### config.mk
export PLATFORM = sky130hd
export DESIGN_NAME = cpu_trace_buffer
export DESIGN_NICKNAME = d
export VERILOG_FILES = /design/src/rtl/cpu_trace_buffer_pkg.sv /design/src/rtl/cpu_trace_buffer_fifo.sv /design/src/rtl/cpu_trace_buffer.sv
export SDC_FILE = /design/constraint.sdc
export NUM_CORES = 1
export LEC_CHECK = 0
export CELL_PAD_IN_SITES_DETAIL_PLACEMENT = 1
export CELL_PAD_IN_SITES_GLOBAL_PLACEMENT = 2
export CORE_UTILIZATION = 50
export DETAILED_ROUTE_END_ITERATION = 6
export DONT_BUFFER_PORTS = 1
export PLACE_DENSITY_LB_ADDON = 0.1
export SETUP_SLACK_MARGIN = 0.15
export SLEW_MARGIN = 20
export SYNTH_ARGS = -nofsm -noshare
export SYNTH_HDL_FRONTEND = slang
export SYNTH_HIERARCHICAL = 1
export SYNTH_SLANG_ARGS = --single-unit
export TNS_END_PERCENT = 5
### constraint.sdc
create_clock -name clk -period 12.3 [get_ports clk]
set_clock_uncertainty 0.1 [all_clocks]
set_input_delay 1.845 -clock clk [delete_from_list [all_inputs] [get_ports clk]]
set_output_delay 1.845 -clock clk [all_outputs]
set_load 0.01 [all_outputs]
### src/rtl/cpu_trace_buffer_pkg.sv
// Shared definitions for the CPU trace capture path.
// Covers the record layout, frame constants and sender states.
package cpu_trace_buffer_pkg;

    localparam logic [7:0] SYNC_BYTE   = 8'hA5;
    localparam int         FRAME_BYTES = 14;
    localparam int         REC_W       = 104;
    localparam int         FRAME_W     = FRAME_BYTES * 8;
    localparam int         SEQ_W       = 7;

    // Field order fixes the bit offsets: seq[103:97], zero[96], pc[95:64], inst[63:32], alu[31:0].
    typedef struct packed {
        logic [SEQ_W-1:0] seq;
        logic             zero;
        logic [31:0]      pc;
        logic [31:0]      inst;
        logic [31:0]      alu;
    } trace_rec_t;

    typedef enum logic {
        ST_IDLE = 1'b0,
        ST_SEND = 1'b1
    } state_e;

endpackage

### src/rtl/cpu_trace_buffer_fifo.sv
// Single-clock record FIFO with registered occupancy.
// A push into a full FIFO is accepted when a pop happens in the same cycle.
module cpu_trace_buffer_fifo #(
    parameter int WIDTH = 104,
    parameter int DEPTH = 16
) (
    input  logic                   clk,
    input  logic                   rst,
    input  logic                   push,
    input  logic                   pop,
    input  logic [WIDTH-1:0]       din,
    output logic [WIDTH-1:0]       dout,
    output logic                   full,
    output logic                   empty,
    output logic [$clog2(DEPTH):0] level
);

    localparam int AW = $clog2(DEPTH);
    localparam logic [AW:0] FULL_LEVEL = (AW + 1)'(DEPTH);

    logic [WIDTH-1:0] mem_q [DEPTH];
    logic [AW-1:0]    wr_ptr_q;
    logic [AW-1:0]    rd_ptr_q;
    logic [AW:0]      level_q;
    logic             do_push;
    logic             do_pop;

    assign full    = (level_q == FULL_LEVEL);
    assign empty   = (level_q == '0);
    assign level   = level_q;
    assign dout    = mem_q[rd_ptr_q];
    assign do_pop  = pop && !empty;
    assign do_push = push && (!full || do_pop);

    // NOTE: sequential state uses non-blocking assignments so every register samples pre-edge values.
    always_ff @(posedge clk) begin
        if (!rst) begin
            wr_ptr_q <= '0;
            rd_ptr_q <= '0;
            level_q  <= '0;
        end else begin
            if (do_push) wr_ptr_q <= wr_ptr_q + AW'(1);
            if (do_pop)  rd_ptr_q <= rd_ptr_q + AW'(1);
            case ({do_push, do_pop})
                2'b10:   level_q <= level_q + (AW + 1)'(1);
                2'b01:   level_q <= level_q - (AW + 1)'(1);
                default: level_q <= level_q;
            endcase
        end
    end

    // NOTE: storage is not reset; entries are only read after being written, and pointers are reset.
    always_ff @(posedge clk) begin
        if (do_push) mem_q[wr_ptr_q] <= din;
    end

endmodule

### src/rtl/cpu_trace_buffer.sv
// Captures committed-instruction trace records into a FIFO and streams
// each one out as a 14-byte frame over a valid/ready byte interface.
module cpu_trace_buffer
    import cpu_trace_buffer_pkg::*;
#(
    parameter int DEPTH  = 16,
    parameter int DROP_W = 8
) (
    input  logic                   clk,
    input  logic                   rst,
    input  logic                   trace_en,
    input  logic                   commit,
    input  logic [31:0]            OLD_PC,
    input  logic [31:0]            inst,
    input  logic [31:0]            ALU_Result,
    input  logic                   ALU_Zero,
    output logic [7:0]             out_data,
    output logic                   out_valid,
    input  logic                   out_ready,
    output logic                   overflow,
    output logic [DROP_W-1:0]      drop_count,
    output logic [$clog2(DEPTH):0] fifo_level
);

    localparam logic [3:0] LAST_IDX = 4'(FRAME_BYTES - 1);

    state_e             state_q, state_d;
    logic [3:0]         idx_q, idx_d;
    logic [FRAME_W-1:0] frame_q, frame_d;
    logic [SEQ_W-1:0]   seq_q;
    logic               overflow_q;
    logic [DROP_W-1:0]  drop_q;

    trace_rec_t         rec_in;
    logic [REC_W-1:0]   fifo_dout;
    logic               fifo_full;
    logic               fifo_empty;
    logic               capture;
    logic               push;
    logic               pop;
    logic               drop;

    assign rec_in  = '{seq: seq_q, zero: ALU_Zero, pc: OLD_PC, inst: inst, alu: ALU_Result};
    assign pop     = (state_q == ST_IDLE) && !fifo_empty;
    assign capture = commit && trace_en;
    assign push    = capture && (!fifo_full || pop);
    assign drop    = capture && !push;

    cpu_trace_buffer_fifo #(
        .WIDTH (REC_W),
        .DEPTH (DEPTH)
    ) u_fifo (
        .clk   (clk),
        .rst   (rst),
        .push  (push),
        .pop   (pop),
        .din   (rec_in),
        .dout  (fifo_dout),
        .full  (fifo_full),
        .empty (fifo_empty),
        .level (fifo_level)
    );

    // NOTE: every always_comb output gets a default first so no path can infer a latch.
    always_comb begin
        state_d = state_q;
        idx_d   = idx_q;
        frame_d = frame_q;
        case (state_q)
            ST_IDLE: begin
                if (!fifo_empty) begin
                    frame_d = {SYNC_BYTE, fifo_dout};
                    idx_d   = '0;
                    state_d = ST_SEND;
                end
            end
            ST_SEND: begin
                // The frame shifts out MSB byte first; it is all zeros once the last byte leaves.
                if (out_ready) begin
                    frame_d = {frame_q[FRAME_W-9:0], 8'h00};
                    idx_d   = idx_q + 4'd1;
                    if (idx_q == LAST_IDX) state_d = ST_IDLE;
                end
            end
            default: state_d = ST_IDLE;
        endcase
    end

    always_ff @(posedge clk) begin
        if (!rst) begin
            state_q    <= ST_IDLE;
            idx_q      <= '0;
            frame_q    <= '0;
            seq_q      <= '0;
            overflow_q <= 1'b0;
            drop_q     <= '0;
        end else begin
            state_q <= state_d;
            idx_q   <= idx_d;
            frame_q <= frame_d;
            if (push) seq_q <= seq_q + SEQ_W'(1);
            if (drop) begin
                overflow_q <= 1'b1;
                if (drop_q != '1) drop_q <= drop_q + DROP_W'(1);
            end
        end
    end

    assign out_valid  = (state_q == ST_SEND);
    assign out_data   = frame_q[FRAME_W-1 -: 8];
    assign overflow   = overflow_q;
    assign drop_count = drop_q;

endmodule

==> results of run 1 <==
-- logic make-up (layout without fill, tap and decap cells) --
family | count (synthesis) | in the layout | share of synthesized area, %
DFF | 1814 | 1814 | 77.08
other | 0 | 4 | 0
adders and majority gates | 13 | 13 | 0.2476
AOI/OAI and AO/OA | 365 | 365 | 3.952
xor gates and xnor gates | 11 | 11 | 0.1402
buffers and inverters | 214 | 407 | 1.371
and+or+nand+nor | 337 | 337 | 2.065
muxes | 520 | 520 | 15.15
-- path summary, 6_finish.rpt --
kind	startpoint	slack (ns)	endpoint	depth (start not counted)
worst max-delay path	u_fifo/level[4]$_SDFFE_PN0P_	7.52	u_fifo/mem_q[3][40]$_DFFE_PP_	9
worst min-delay path	idx_q[3]$_SDFFE_PN0P_	0.37	out_valid$_SDFF_PN0_	1
worst min register to register	idx_q[3]$_SDFFE_PN0P_	0.37	out_valid$_SDFF_PN0_	1
worst max register to register	u_fifo/level[4]$_SDFFE_PN0P_	7.52	u_fifo/mem_q[3][40]$_DFFE_PP_	9
-- Yosys cell counts (5+ instances only) --
library cell / n / share of area, %
edfxtp_1: 1664 / 73
mux4_2: 416 / 14
a22oi_1: 220 / 2.4
nor2_1: 153 / 0.84
dfxtp_1: 150 / 4.4
nand2_1: 123 / 0.67
mux2i_1: 103 / 1.5
clkbuf_1: 100 / 0.55
a211oi_1: 97 / 1.1
buf_2: 63 / 0.46
buf_1: 26 / 0.14
buf_4: 14 / 0.15
and3_1: 12 / 0.11
ha_1: 12 / 0.22
nand3_1: 10 / 0.073
a21oi_1: 9 / 0.066
inv_1: 8 / 0.044
o21ai_0: 8 / 0.058
xnor2_1: 6 / 0.076
nand2b_1: 5 / 0.046
nand4_1: 5 / 0.046
nor3_1: 5 / 0.036
xor2_1: 5 / 0.064
-- stage by stage --
step	utilization (%)	power [W]	hold slack, ns	cells
2_1_floorplan	-	0.008262	0.3394	3274
5_1_grt	56.43	0.01459	0.3847	5248
4_1_cts	56.41	0.01427	0.3699	5247
3_3_place_gp	51.96	0.008692	0.3476	4903
6_report	56.44	0.01414	0.3697	5252
3_5_place_dp	51.97	0.008724	0.3561	4904
-- state kept, by name (all words and copies together) (netlist names), named ones only --
| name | count |
|---|---|
| u_fifo/level | 5 |
| frame_q | 112 |
| drop_count | 8 |
| idx_q | 4 |
| seq_q | 7 |
| u_fifo/mem_q | 1664 |
| overflow | 1 |
| u_fifo/rd_ptr_q | 4 |
| out_valid | 1 |
| u_fifo/wr_ptr_q | 4 |
-- layout by cell type (no fill, tap or decap), types with 5 or more instances in the layout --
| master | n |
|---|---|
| a211oi_1 | 97 |
| a21oi_1 | 9 |
| a22oi_1 | 220 |
| and3_4 | 12 |
| buf_12 | 7 |
| buf_4 | 45 |
| bufinv_16 | 15 |
| clkbuf_1 | 38 |
| clkbuf_16 | 189 |
| clkbuf_8 | 20 |
| clkinv_1 | 42 |
| clkinv_2 | 26 |
| dfxtp_1 | 147 |
| edfxtp_1 | 1664 |
| ha_1 | 12 |
| inv_1 | 8 |
| inv_6 | 5 |
| mux2i_1 | 103 |
| mux4_2 | 416 |
| nand2_1 | 123 |
| nand2b_1 | 5 |
| nand3_1 | 10 |
| nand4_1 | 5 |
| nor2_1 | 152 |
| nor3_1 | 5 |
| o21ai_0 | 8 |
| xnor2_1 | 6 |
| xor2_1 | 5 |
-- metal layers --
metal / GRT usage (%) / part of all wire [%] / vias to the layer above
met2: 39.12 / 48 / 996
met4: 6.549 / 2.3 / 0
met1: 35.21 / 43 / 18050
li1: - / - / 13760
met3: 5.101 / 6.5 / 220
met5: 0 / 0 / -
-- area by class of cell --
type                    instances  share of cell area (%)
inverters                      10                 0.05543
multi-input cells            1246                   19.45
repair buffers                 54                  0.6734
flip-flops and latches       1814                   69.04
clock inverters                96                   1.154
clock buffers                 247                   6.707
well taps                    1781                   2.904
diodes                          4                 0.01304
-- report_power, final --
group,internal [W],switching [W]
registers,0.00695,0.000175
clock network,0.00325,0.00231
logic,0.000575,0.000877
==> flow_metrics.tcl, run 1 <==
set metrics [dict create \
    synthArstFlopShare_pct 0 \
    placed_cell_area_sq_um 70670 \
    hp-class "reg -> reg" \
    multiInputGateArea_sq_um 14930 \
    drt_wl_total_mm 169.6 \
    endpoint_kind "flip-flop" \
    setup_ws_ns 7.521 \
    rows 135 \
    power_density_nw_per_um2 184.2 \
    clk_latency_ns 0.81 \
    cp_common_cell "nor2_1" \
    rsz0062_at_grt "no" \
    synth_cells 3274 \
    synth_edf_count 1664 \
    slew_headroom_pct 24.79 \
    cts-root-buf "clkbuf_16" \
    ys_seq_area_share_pct 77.08 \
    dpl_worst_slack_ns 6.900 \
    ys_ff_latch 1814 \
    cts.path.max_buffers 3 \
    max_stage_delay_ns 0.79 \
    area_growth_pct 11.66 \
    path_max_fanout 44 \
    period_share_pct 38.86 \
    finalHoldViolations 0 \
    finalSetupTns_ns 0 \
    syn_area_sq_um 68730 \
    io_buffers 0 \
    ys_types 52 \
    cts_sinks 1814 \
    num-fill-cells 11340 \
    ant_nets 0 \
    cp_cell_sequence "nor2_1, nor2_1, buf_4, nand2b_1, nor2_1, nor2_1, and3_4, buf_4, buf_4" \
    slowest_stage "buf_4" \
    worstPathArrival_ns 5.09 \
    finalMaxSlewViolations 0 \
    ir_drop_v 0.0001562 \
    dieArea_sq_um 138900 \
    grt_max_degree 134 \
    hpwl_mm 92.18 \
    coreArea_sq_um 136000 \
    ctsHoldBuffers 0 \
    yosysWarnings 6 \
    cp-start-kind "flip-flop" \
    fp.dieH_um 372.7 \
    finalSetupViolCount 0 \
    post_cts_resized 0 \
    post-route-drc-count 0 \
    drtIter0Drc 2884 \
    grtUsageTotal_pct 24.70 \
    crit_buf_inv 3 \
    status "completed" \
    design_area_sq_um 76740 \
    grt_pass1_vias 35280 \
    ios 125 \
    syn_nets 3389 \
    dr_total_vias 33020 \
    finalNetCount 3424 \
    path_clk_slew_ns 0.06 \
    worst_slew_pin_slew_ns 1.128 \
    grt_overflow 0 \
    setup.worst_path.class "reg -> reg" \
    cts_buffers 183 \
    start_util_pct 50.54 \
    power.leakage_nw 23.67 \
    cap_violations 0 \
    die_w_um 372.7 \
    fmax_mhz 209.2 \
    dr.pass1.iters 5 \
    cp_top_family "buffers and inverters" \
    cts_tree "built" \
    htree_levels 4 \
    synthFlopType "edfxtp_1" \
    drive_above_1_share_pct 22.09 \
    seq_area_sq_um 52980 \
    wl_per_cell_um 32.28 \
    grt_first_pass_wirelength_mm 247.0 \
    cp.required_ns 12.62 \
    antenna_found_initial 8 \
    routabilityCongestion 0.7596 \
    period_minus_slack_ns 4.779 \
    syn_area_per_cell_sq_um 20.99 \
    via_per_inst 6.287 \
    cts_setup_buffers 0 \
]
Note: power is estimated with default switching activity, not from simulation.
==> run 2: changes to the inputs <==
- CORE_UTILIZATION: 50 -> 46
- clock period: 12.3 -> 4.2 ns (I/O delays scaled with it)
==> flow_metrics.tcl, run 2 (synthesized netlist as in run 1, its figures left out) <==
set metrics [dict create \
    status "completed" \
    r2r-end "u_fifo/mem_q[14][45]$_DFFE_PP_" \
    rows 141 \
    post-route-drc-count 0 \
    drive_above_1_share_pct 23.17 \
    drtIter0Drc 2846 \
    cp-startpoint "u_fifo/level[0]$_SDFFE_PN0P_" \
    slew_headroom_pct 30.57 \
    ant_nets 0 \
    htree_levels 4 \
    start_util_pct 46.43 \
    finalHoldViolations 0 \
    period_share_pct 78.78 \
    wl_per_cell_um 30.90 \
    reg2reg_setup_slack_ns 0.89 \
    cp-start-kind "flip-flop" \
    setup.worst_path.class "reg -> reg" \
    cap_violations 0 \
    grt_first_pass_wirelength_mm 250.7 \
    cts_buffers 185 \
    hpwl_mm 95.59 \
    stdcell_count 5555 \
    endpoint "u_fifo/mem_q[14][45]$_DFFE_PP_" \
    largest_register_ffs 1664 \
    fmax_mhz 302.2 \
    area_growth_pct 14.85 \
    antenna_found_initial 15 \
    grt_pass1_vias 35780 \
    place_inst 5107 \
    cts_setup_buffers 0 \
    finalSetupViolCount 0 \
    cp.required_ns 4.62 \
    grtUsageTotal_pct 23.01 \
    worst_slew_pin_slew_ns 1.041 \
    dieArea_sq_um 151000 \
    worstPathArrival_ns 3.72 \
    r2r-start "u_fifo/level[0]$_SDFFE_PN0P_" \
    final_common_cell "edfxtp_1" \
    cts-root-buf "clkbuf_16" \
    die_w_um 388.5 \
    coreArea_sq_um 148000 \
    cts_sinks 1814 \
    hp-class "in -> reg" \
    path_clk_slew_ns 0.06 \
    clk_latency_ns 0.79 \
    endpoint_kind "flip-flop" \
    layout_common_cells "edfxtp_1, mux4_2, a22oi_1" \
    ir_drop_v 0.0004579 \
    period_minus_slack_ns 3.309 \
    routabilityCongestion 0.7476 \
    power.leakage_nw 24.48 \
    cts.path.max_buffers 3 \
    grt_overflow 0 \
    dr.pass1.iters 5 \
    power_density_nw_per_um2 534.0 \
    cts_tree "built" \
    finalPower_w 0.04215 \
    io_buffers 0 \
    fp.dieH_um 388.5 \
    path_max_fanout 37 \
    finalMaxSlewViolations 0 \
    r2r_cells 9 \
    grt_max_degree 105 \
    drt_wl_total_mm 171.6 \
    finalNetCount 3578 \
    dr_total_vias 33300 \
    via_per_inst 5.995 \
    largest_register "u_fifo/mem_q" \
    rsz0062_at_grt "no" \
    ios 125 \
]
==> run 2: changes by cell type in the layout (fill, tap and decap cells not counted), moves of 5 or more <==
cell	change
dlygate4sd3_1	+99
clkinvlp_4	+5
clkinv_1	-19
clkbuf_1	+7
buf_4	+18
buf_12	+37
==> run 2: cell type report <==
class	instances	area [sq um]
fill	12720	69080
sequential	1814	53000
multi-input combinational	1246	14990
clock buffer	250	5107
tap	1930	2415
timing repair buffer	206	2345
clock inverter	91	1018
inverter	10	42.54
antenna	8	20.02
==> run 2: worst min path at each step <==
stage                        startpoint                              end  slack [ns]  depth (start not counted)
6_report                            rst  u_fifo/wr_ptr_q[2]$_SDFFE_PN0P_        0.08                          2
5_1_grt                             rst  u_fifo/wr_ptr_q[2]$_SDFFE_PN0P_        0.07                          2
4_1_cts                             rst  u_fifo/wr_ptr_q[2]$_SDFFE_PN0P_        0.02                          2
3_5_place_dp   frame_q[37]$_SDFFE_PN0P_         frame_q[37]$_SDFFE_PN0P_        0.40                          2
3_3_place_gp    frame_q[3]$_SDFFE_PN0P_          frame_q[3]$_SDFFE_PN0P_        0.39                          2
2_1_floorplan     idx_q[3]$_SDFFE_PN0P_             out_valid$_SDFF_PN0_        0.34                          1
==> run 2: critical path: stages (launching register included) <==
cell      delay (ns)
dfxtp_4         0.37
or4_4           0.67
nor2_1          0.20
buf_4           0.21
nor2_4          0.04
nand2b_2        0.26
nor2_1          0.20
nor2_1          0.13
and3_4          0.43
buf_4           0.36
==> run 2: what timing repair did <==
action / 4_1_cts / 5_1_grt
resized for setup: 0 / 0
endpoints found under the setup margin: 0 / 0
hold buffers: 99 / 0
endpoints found under the hold margin: 1562 / 0
==> run 2: layer usage <==
metal | vias up | GRT usage (%) | routed length [um]
li1 | 14090 | - | -
met5 | - | 0 | 105
met1 | 18040 | 33.09 | 76230
met3 | 252 | 3.944 | 9263
met2 | 911 | 36.75 | 82520
met4 | 14 | 5.735 | 3528
==> run 2: report_power, final <==
group	switching, W	total [W]	leakage [nW]	internal [W]
combinational	0.00289	0.00479	5.22	0.00190
clock	0.00680	0.0165	2.98	0.00970
sequential	0.000501	0.0209	16.3	0.0204
==> run 2: per-stage QoR <==
| step | utilization, % | hold WS, ns | setup slack, ns | TNS (ns) | cell area, sq um |
|---|---|---|---|---|---|
| floorplan | - | 0.3394 | -0.6416 | -833.06 | 68850 |
| global placement | 48.51 | 0.3862 | 0.8793 | 0 | 71800 |
| detailed placement | 48.51 | 0.3952 | 0.9063 | 0 | 71800 |
| CTS | 53.31 | 0.01560 | 0.8798 | 0 | 78910 |
| global route | 53.32 | 0.06540 | 0.6868 | 0 | 78920 |
| finish | 53.33 | 0.08311 | 0.8912 | 0 | 78930 |
